==> src/rtl/rs_bank_ctrl.sv <==
// rtl/rs_bank_ctrl.sv - round-robin write sequencer for a bank of RS latch cells
// Each write runs clear pulse, dead cycle, set pulse, then a readback check.
module rs_bank_ctrl #(
  parameter int W     = 4,
  parameter int PULSE = 2
) (
  input  logic         clk,
  input  logic         rst_n,
  input  logic         req_a,
  input  logic [W-1:0] data_a,
  input  logic         req_b,
  input  logic [W-1:0] data_b,
  input  logic [W-1:0] q_in,
  output logic [W-1:0] S,
  output logic [W-1:0] R,
  output logic         ack_a,
  output logic         ack_b,
  output logic         busy,
  output logic         err
);

  localparam logic [2:0] IDLE  = 3'd0;
  localparam logic [2:0] CLEAR = 3'd1;
  localparam logic [2:0] GAP   = 3'd2;
  localparam logic [2:0] SET   = 3'd3;
  localparam logic [2:0] CHECK = 3'd4;
  localparam logic [2:0] DONE  = 3'd5;

  localparam logic [3:0] PLOAD = 4'(PULSE - 1);

  logic [2:0]   state;
  logic [3:0]   cnt;
  logic         prio_a;
  logic         owner_b;
  logic [W-1:0] word_buf;
  logic         grant_b;

  // B wins when it is alone, or on a tie when A was granted last
  assign grant_b = req_b && (!req_a || !prio_a);
  assign busy    = (state != IDLE);

  always_ff @(posedge clk) begin
    if (!rst_n) begin
      state    <= IDLE;
      cnt      <= '0;
      prio_a   <= 1'b1;
      owner_b  <= 1'b0;
      word_buf <= '0;
      S        <= '0;
      R        <= '0;
      ack_a    <= 1'b0;
      ack_b    <= 1'b0;
      err      <= 1'b0;
    end else begin
      ack_a <= 1'b0;
      ack_b <= 1'b0;
      case (state)
        IDLE: begin
          if (req_a || req_b) begin
            owner_b  <= grant_b;
            prio_a   <= grant_b;
            word_buf <= grant_b ? data_b : data_a;
            R        <= '1;
            S        <= '0;
            cnt      <= PLOAD;
            state    <= CLEAR;
          end
        end
        CLEAR: begin
          if (cnt == 4'd0) begin
            R     <= '0;
            state <= GAP;
          end else begin
            cnt <= cnt - 4'd1;
          end
        end
        GAP: begin
          // R was dropped on the previous edge, so S can never overlap it
          S     <= word_buf;
          cnt   <= PLOAD;
          state <= SET;
        end
        SET: begin
          if (cnt == 4'd0) begin
            S     <= '0;
            state <= CHECK;
          end else begin
            cnt <= cnt - 4'd1;
          end
        end
        CHECK: begin
          err   <= (q_in != word_buf);
          ack_a <= !owner_b;
          ack_b <= owner_b;
          state <= DONE;
        end
        DONE: begin
          state <= IDLE;
        end
        default: begin
          S     <= '0;
          R     <= '0;
          state <= IDLE;
        end
      endcase
    end
  end

endmodule

==> config.mk <==
export PLATFORM = sky130hd
export DESIGN_NAME = rs_bank_ctrl
export DESIGN_NICKNAME = d
export VERILOG_FILES = /design/src/rtl/rs_bank_ctrl.sv
export SDC_FILE = /design/constraint.sdc
export NUM_CORES = 1
export LEC_CHECK = 0
export ABC_CLOCK_PERIOD_IN_PS = 3800
export CORE_AREA = 2 2 54 56
export DETAILED_ROUTE_END_ITERATION = 8
export DIE_AREA = 0 0 56 58
export PLACE_DENSITY = 0.67
export SLEW_MARGIN = 40
export SYNTH_ARGS = -nofsm -noshare
export SYNTH_HDL_FRONTEND = slang
export SYNTH_SLANG_ARGS = --single-unit
==> constraint.sdc <==
create_clock -name clk -period 3.8 [get_ports clk]
set_clock_uncertainty 0.2 [all_clocks]
set_input_delay 0.38 -clock clk [delete_from_list [all_inputs] [get_ports clk]]
set_output_delay 0.38 -clock clk [all_outputs]
set_load 0.005 [all_outputs]
==> impl_metrics.env, run 1 <==
export IMPL_outcome="finished clean"
export IMPL_first_global_vias=849
export IMPL_synth_area_mux_share_pct=4.99
export IMPL_h_tree_depth=1
export IMPL_grt_start_max_net_pins=24
export IMPL_synth_seq_cells=21
export IMPL_syn_area_um2=1030
export IMPL_rsz0062_at_grt="false"
export IMPL_layout_cells_most_common="clkdlybuf4s50_1"
export IMPL_tightest_slew_ps=686
export IMPL_arrival_ps=1650
export IMPL_wire_per_inst_um=12.9
export IMPL_regToRegEndpoint="S[1]$_SDFFE_PN0P_"
export IMPL_final_cell_mix="clkdlybuf4s50_1 (27), dfxtp_1 (21), o21ai_0 (9), a21oi_1 (9)"
export IMPL_syn_nets=121
export IMPL_drt_total_wl_mm=2.04
export IMPL_drt_pass1_iterations=4
export IMPL_ys_types=39
export IMPL_critPathMaxFanout=10
export IMPL_rows=19
export IMPL_start_util_pct=38.6
export IMPL_synth_top_family_by_area="compound AO/OA/AOI/OAI gates"
export IMPL_yosys_area_share_adder_pct=1.22
export IMPL_netlist_instances=104
export IMPL_p_total_mw=0.569
export IMPL_antenna_found_initial=0
export IMPL_path_class="reg2out"
export IMPL_viasPerCell=5.30
export IMPL_hold_viol=0
export IMPL_hp_class="reg2reg"
export IMPL_numClockSinks=21
export IMPL_crit_path_end_kind="primary output"
export IMPL_numCtsBuffers=3
export IMPL_vias=837
export IMPL_track_usage_pct=14.6
export IMPL_async_flop_share_pct=0
export IMPL_synthFlopType="dfxtp_1"
export IMPL_cp_data_required_time_ps=3220
export IMPL_worstSetupStartpoint="state[0]$_SDFFE_PN0P_"
export IMPL_fill_cells=265
export IMPL_cts_setup_buffers=0
export IMPL_finalSetupViolCount=0
export IMPL_layoutNonFillerInstCount=158
export IMPL_post_synth_cell_area_avg_um2=9.88
export IMPL_ys_seq_area_share_pct=40.9
export IMPL_core_um2=2660
export IMPL_ctsResizeCount=0
export IMPL_tns_ps=0
export IMPL_p_leak_nw=0.477
export IMPL_period_minus_slack_ps=2230
export IMPL_max_freq_mhz=448
export IMPL_reg2reg_depth=5
export IMPL_clock_latency_ps=310
export IMPL_drive_gt1_share_pct=12.6
export IMPL_grt_pass1_wl_mm=3.74
export IMPL_diodes=0
export IMPL_place_port_buffers=27
export IMPL_slew_headroom_pct=54.1
export IMPL_syn2layout_area_growth_pct=27.6
export IMPL_detail_route_antenna_nets=0
export IMPL_synth_warnings=0
export IMPL_synth_compound_area_share_pct=21.1
export IMPL_critical_path_endpoint="busy"
export IMPL_powerDensity_nw_per_um2=434
export IMPL_die_w_um=56
export IMPL_ff2ff_setup_slack_ps=2040
export IMPL_nets=145
export IMPL_worst_ir_drop_vdd_mv=0.249
export IMPL_synth_xor_area_share_pct=4.26
export IMPL_die_area_um2=3250
export IMPL_drtIter0Drc=40
export IMPL_grt_ovfl_total=0
export IMPL_holdWs_ps=236
export IMPL_clock_path_buffers=2
export IMPL_ios=28
export IMPL_r2r_start="cnt[0]$_SDFFE_PN0P_"
export IMPL_crit_path_start_kind="register"
export IMPL_finalCritPeriodShare_pct=58.7
export IMPL_synth_edf_count=0
export IMPL_die_h_um=58
export IMPL_synthSimpleGateAreaFrac_pct=21.1
export IMPL_path_clk_slew_ps=130
export IMPL_holdBufCountCts=0
export IMPL_cts_root_buffer="clkbuf_4"
export IMPL_dpl_hpwl_mm=1.55
export IMPL_placed_cells=154
export IMPL_max_cap_viol_count=0
export IMPL_slew_violations=0
export IMPL_cts_tree="yes"
export IMPL_drc=0
export IMPL_gp_congestion=0.712
power breakdown:
group / switching [mW] / internal [mW] / total [mW]
clock network: 0.0739 / 0.0402 / 0.114
logic: 0.0782 / 0.0981 / 0.176
registers: 0.0331 / 0.245 / 0.279
registers in the layout (all words and copies together), names as in the netlist:
signal / cells
ack_a: 1
R: 1
word_buf: 4
owner_b: 1
ack_b: 1
S: 4
err: 1
cnt: 4
prio_a: 1
state: 3
worst min path at each step:
stage	startpoint	end	slack [ps]	cells after the start
2_1_floorplan	owner_b$_SDFFE_PN0P_	ack_a$_SDFF_PN0_	200	1
4_1_cts	owner_b$_SDFFE_PN0P_	ack_a$_SDFF_PN0_	230	1
6_report	owner_b$_SDFFE_PN0P_	ack_a$_SDFF_PN0_	240	1
3_5_place_dp	owner_b$_SDFFE_PN0P_	ack_a$_SDFF_PN0_	220	1
5_1_grt	owner_b$_SDFFE_PN0P_	ack_a$_SDFF_PN0_	250	1
3_3_place_gp	owner_b$_SDFFE_PN0P_	ack_a$_SDFF_PN0_	210	1
cell usage after synthesis, types with 2 or more instances:
master | instances | area, µm²
nor2_2 | 2 | 12.5
a21oi_1 | 9 | 45.0
xor2_1 | 5 | 43.8
a32o_1 | 5 | 50.1
nand2_1 | 5 | 18.8
inv_1 | 2 | 7.51
nor4b_1 | 3 | 26.3
o21a_1 | 3 | 22.5
dfxtp_1 | 21 | 420
buf_2 | 2 | 10.0
o21ai_0 | 9 | 45.0
nor3_1 | 2 | 10.0
buf_4 | 4 | 30.0
mux2i_1 | 4 | 40.0
nor2_1 | 3 | 11.3
and3_1 | 2 | 12.5
through the flow:
stage	setup slack (ps)	utilization [%]	area (µm²)
6_report	1570	49.2	1310
5_1_grt	1460	49.2	1310
4_1_cts	1550	49.2	1310
3_5_place_dp	1630	48.1	1280
3_3_place_gp	1700	48.1	1280
2_1_floorplan	2230	-	1030
critical path, cell delays in order (launching register included):
cell,delay (ps)
dfxtp_1,450
nor3_4,320
inv_2,110
clkdlybuf4s50_1,460
routing by layer:
metal / routed length [µm] / part of all wire, % / up-vias / track usage [%]
li1: - / - / 428 / -
met1: 930 / 46 / 386 / 17.8
met2: 996 / 49 / 19 / 24.9
met3: 83 / 4.1 / 4 / 2.68
met4: 30 / 1.5 / 0 / 7.14
met5: 0 / 0 / - / 0
cell families (layout without fill, tap and decap cells):
logic type,count (synthesis),after routing
flops,21,21
mux,5,5
fa+ha+maj,1,1
xor+xnor,5,5
compound gates,32,32
simple gates,29,29
buf+inv,11,34
layout make-up:
class,instances,area [µm²],area share (%)
Multi-Input combinational cell,72,541,41.2
Sequential cell,21,420,32.1
Timing Repair Buffer,27,270,20.6
Tap cell,31,38.8,2.96
Clock buffer,3,22.5,1.72
Inverter,3,11.3,0.859
Clock inverter,1,7.51,0.573
Note: power is estimated with default switching activity, not from simulation.
==> run 2, diff against run 1 <==
--- a/config.mk
+++ b/config.mk
@@ -5,11 +5,11 @@
 export SDC_FILE = /design/constraint.sdc
 export NUM_CORES = 1
 export LEC_CHECK = 0
-export ABC_CLOCK_PERIOD_IN_PS = 3800
+export ABC_CLOCK_PERIOD_IN_PS = 1900
 export CORE_AREA = 2 2 54 56
 export DETAILED_ROUTE_END_ITERATION = 8
 export DIE_AREA = 0 0 56 58
-export PLACE_DENSITY = 0.67
+export PLACE_DENSITY = 0.69
 export SLEW_MARGIN = 40
 export SYNTH_ARGS = -nofsm -noshare
 export SYNTH_HDL_FRONTEND = slang
==> constraint.sdc (replaced) <==
create_clock -name clk -period 1.9 [get_ports clk]
set_clock_uncertainty 0.2 [all_clocks]
set_input_delay 0.19 -clock clk [delete_from_list [all_inputs] [get_ports clk]]
set_output_delay 0.19 -clock clk [all_outputs]
set_load 0.005 [all_outputs]
==> impl_metrics.env, run 2 (synthesized netlist as in run 1, its figures left out) <==
export IMPL_slew_violations=0
export IMPL_critical_path_endpoint="state[1]$_SDFFE_PN0P_"
export IMPL_combPwrFrac_pct=33.9
export IMPL_outcome="finished clean"
export IMPL_clock_latency_ps=300
export IMPL_max_stage_delay_ps=370
export IMPL_p_switching_mw=0.375
export IMPL_clock_path_buffers=2
export IMPL_diodes=0
export IMPL_rsz0062_at_grt="false"
export IMPL_final_cell_area_um2=1370
export IMPL_syn2layout_area_growth_pct=33.5
export IMPL_place_port_buffers=27
export IMPL_top_regs="S x4, cnt x4, word_buf x4"
export IMPL_worst_ir_drop_vdd_mv=0.520
export IMPL_r2r_start="cnt[0]$_SDFFE_PN0P_"
export IMPL_core_um2=2660
export IMPL_viasPerCell=5.19
export IMPL_ios=28
export IMPL_finalSetupViolCount=0
export IMPL_holdWs_ps=239
export IMPL_numClockSinks=21
export IMPL_grt_ovfl_total=0
export IMPL_p_total_mw=1.17
export IMPL_tns_ps=0
export IMPL_p_seq_share_pct=47.4
export IMPL_wire_per_inst_um=13.2
export IMPL_drtIter0Drc=19
export IMPL_pwr_share_clk_pct=18.7
export IMPL_reg2reg_depth=6
export IMPL_max_freq_mhz=571
export IMPL_finalCritPeriodShare_pct=92.2
export IMPL_die_area_um2=3250
export IMPL_crit_path_start_kind="register"
export IMPL_grt_start_max_net_pins=13
export IMPL_hp_class="reg2reg"
export IMPL_detail_route_antenna_nets=0
export IMPL_h_tree_depth=1
export IMPL_crit_path_end_kind="register"
export IMPL_p_leak_nw=0.527
export IMPL_critPathMaxFanout=6
export IMPL_p_int_mw=0.793
export IMPL_final_util_pct=51.5
export IMPL_die_w_um=56
export IMPL_layout_cells_most_common="clkdlybuf4s50_1"
export IMPL_path_clk_slew_ps=120
export IMPL_first_global_vias=848
export IMPL_gp_congestion=0.806
export IMPL_dpl_cell_area_um2=1310
export IMPL_grt_pass1_wl_mm=3.73
export IMPL_cp_data_required_time_ps=1920
export IMPL_numCtsBuffers=3
export IMPL_rows=19
export IMPL_hold_viol=0
export IMPL_powerDensity_nw_per_um2=852
export IMPL_cts_tree="yes"
export IMPL_switching_share_pct=32.1
export IMPL_drt_total_wl_mm=2.18
export IMPL_fill_cells=253
export IMPL_drt_pass1_iterations=4
export IMPL_final_cell_mix="clkdlybuf4s50_1 (26), dfxtp_1 (19), o21ai_0 (9), a21oi_1 (9), buf_4 (7)"
export IMPL_max_cap_viol_count=0
export IMPL_drive_gt1_share_pct=18.7
export IMPL_die_h_um=58
export IMPL_slew_headroom_pct=73.2
export IMPL_path_class="reg2reg"
export IMPL_antenna_found_initial=0
export IMPL_start_util_pct=38.6
export IMPL_regToRegEndpoint="state[1]$_SDFFE_PN0P_"
export IMPL_tightest_slew_ps=397
export IMPL_holdBufCountCts=0
export IMPL_path_cells="inv_1 -> ha_1 -> nor3b_4 -> nand2_2 -> xor2_1 -> nor3b_1"
export IMPL_drc=0
export IMPL_dpl_hpwl_mm=1.63
export IMPL_cts_root_buffer="clkbuf_4"
export IMPL_worstSetupStartpoint="cnt[0]$_SDFFE_PN0P_"
export IMPL_arrival_ps=1780
export IMPL_period_minus_slack_ps=1750
export IMPL_vias=856
export IMPL_cp_slowest_cell="dfxtp_1"
export IMPL_track_usage_pct=14.7
export IMPL_nets=152
export IMPL_ff2ff_setup_slack_ps=150
[run 2: changes by cell type in the layout (fill, tap and decap cells not counted), sizes merged]
| cell | change |
|---|---|
| clkinvlp | -1 |
| buf | +7 |
| clkdlybuf4s50 | -1 |
| clkinv | +1 |
| dlymetal6s2s | +1 |
[run 2: layout make-up]
class	instances	area (µm²)	share of cell area, %
multi-input cells	72	541	39.4
flip-flops and latches	21	428	31.2
repair buffers	34	325	23.7
well taps	31	38.8	2.83
clock buffers	3	22.5	1.64
inverters	3	11.3	0.821
clock inverters	1	5.00	0.365
[run 2: power by group through the flow]
stage	logic (mW)	registers (mW)	clock network (mW)
after floorplan	0.281	0.534	0
after global placement	0.358	0.562	0
after detailed placement	0.366	0.565	0
after CTS	0.376	0.557	0.227
after global routing	0.436	0.562	0.246
final	0.396	0.554	0.219
[run 2: worst min-delay path by stage]
stage                                    start  cells past startpoint           endpoint  slack [ps]
final                     owner_b$_SDFFE_PN0P_                      1   ack_a$_SDFF_PN0_         240
after global routing      owner_b$_SDFFE_PN0P_                      1   ack_a$_SDFF_PN0_         280
after CTS                 owner_b$_SDFFE_PN0P_                      1   ack_a$_SDFF_PN0_         240
after detailed placement  owner_b$_SDFFE_PN0P_                      1   ack_a$_SDFF_PN0_         230
after global placement    owner_b$_SDFFE_PN0P_                      1   ack_a$_SDFF_PN0_         220
after floorplan                          rst_n                      2  R[2]$_SDFFE_PN0P_         130
[run 2: per-stage QoR]
stage | worst slack, ps | std cells
final | 148 | 165
after floorplan | 330 | 104
after detailed placement | 124 | 158
after global routing | 48.1 | 165
after global placement | 159 | 158
after CTS | 18.1 | 163
[run 2: critical path, delay by kind of cell, from the launching register on]
kind          cells  cell delay (ps)
simple gates      3              670
flops             1              370
fa+ha+maj         1              200
xor+xnor          1              150
buf+inv           1               70
[run 2: what timing repair did]
item,CTS,global route
hold endpoints to repair,0,0
endpoints found under the setup margin,1,1
setup buffers,1,2
pin swaps,1,1
resized for setup,2,3
gates cloned,0,0
[run 2: routing by layer]
layer | GRT usage, % | vias up | wire length [µm] | share of wire (%)
met3 | 3.35 | 4 | 106 | 4.9
met2 | 24.7 | 22 | 1040 | 48
met5 | 0 | - | 0 | 0
met4 | 8.50 | 0 | 43 | 2.0
met1 | 17.2 | 390 | 992 | 45
li1 | - | 440 | - | -
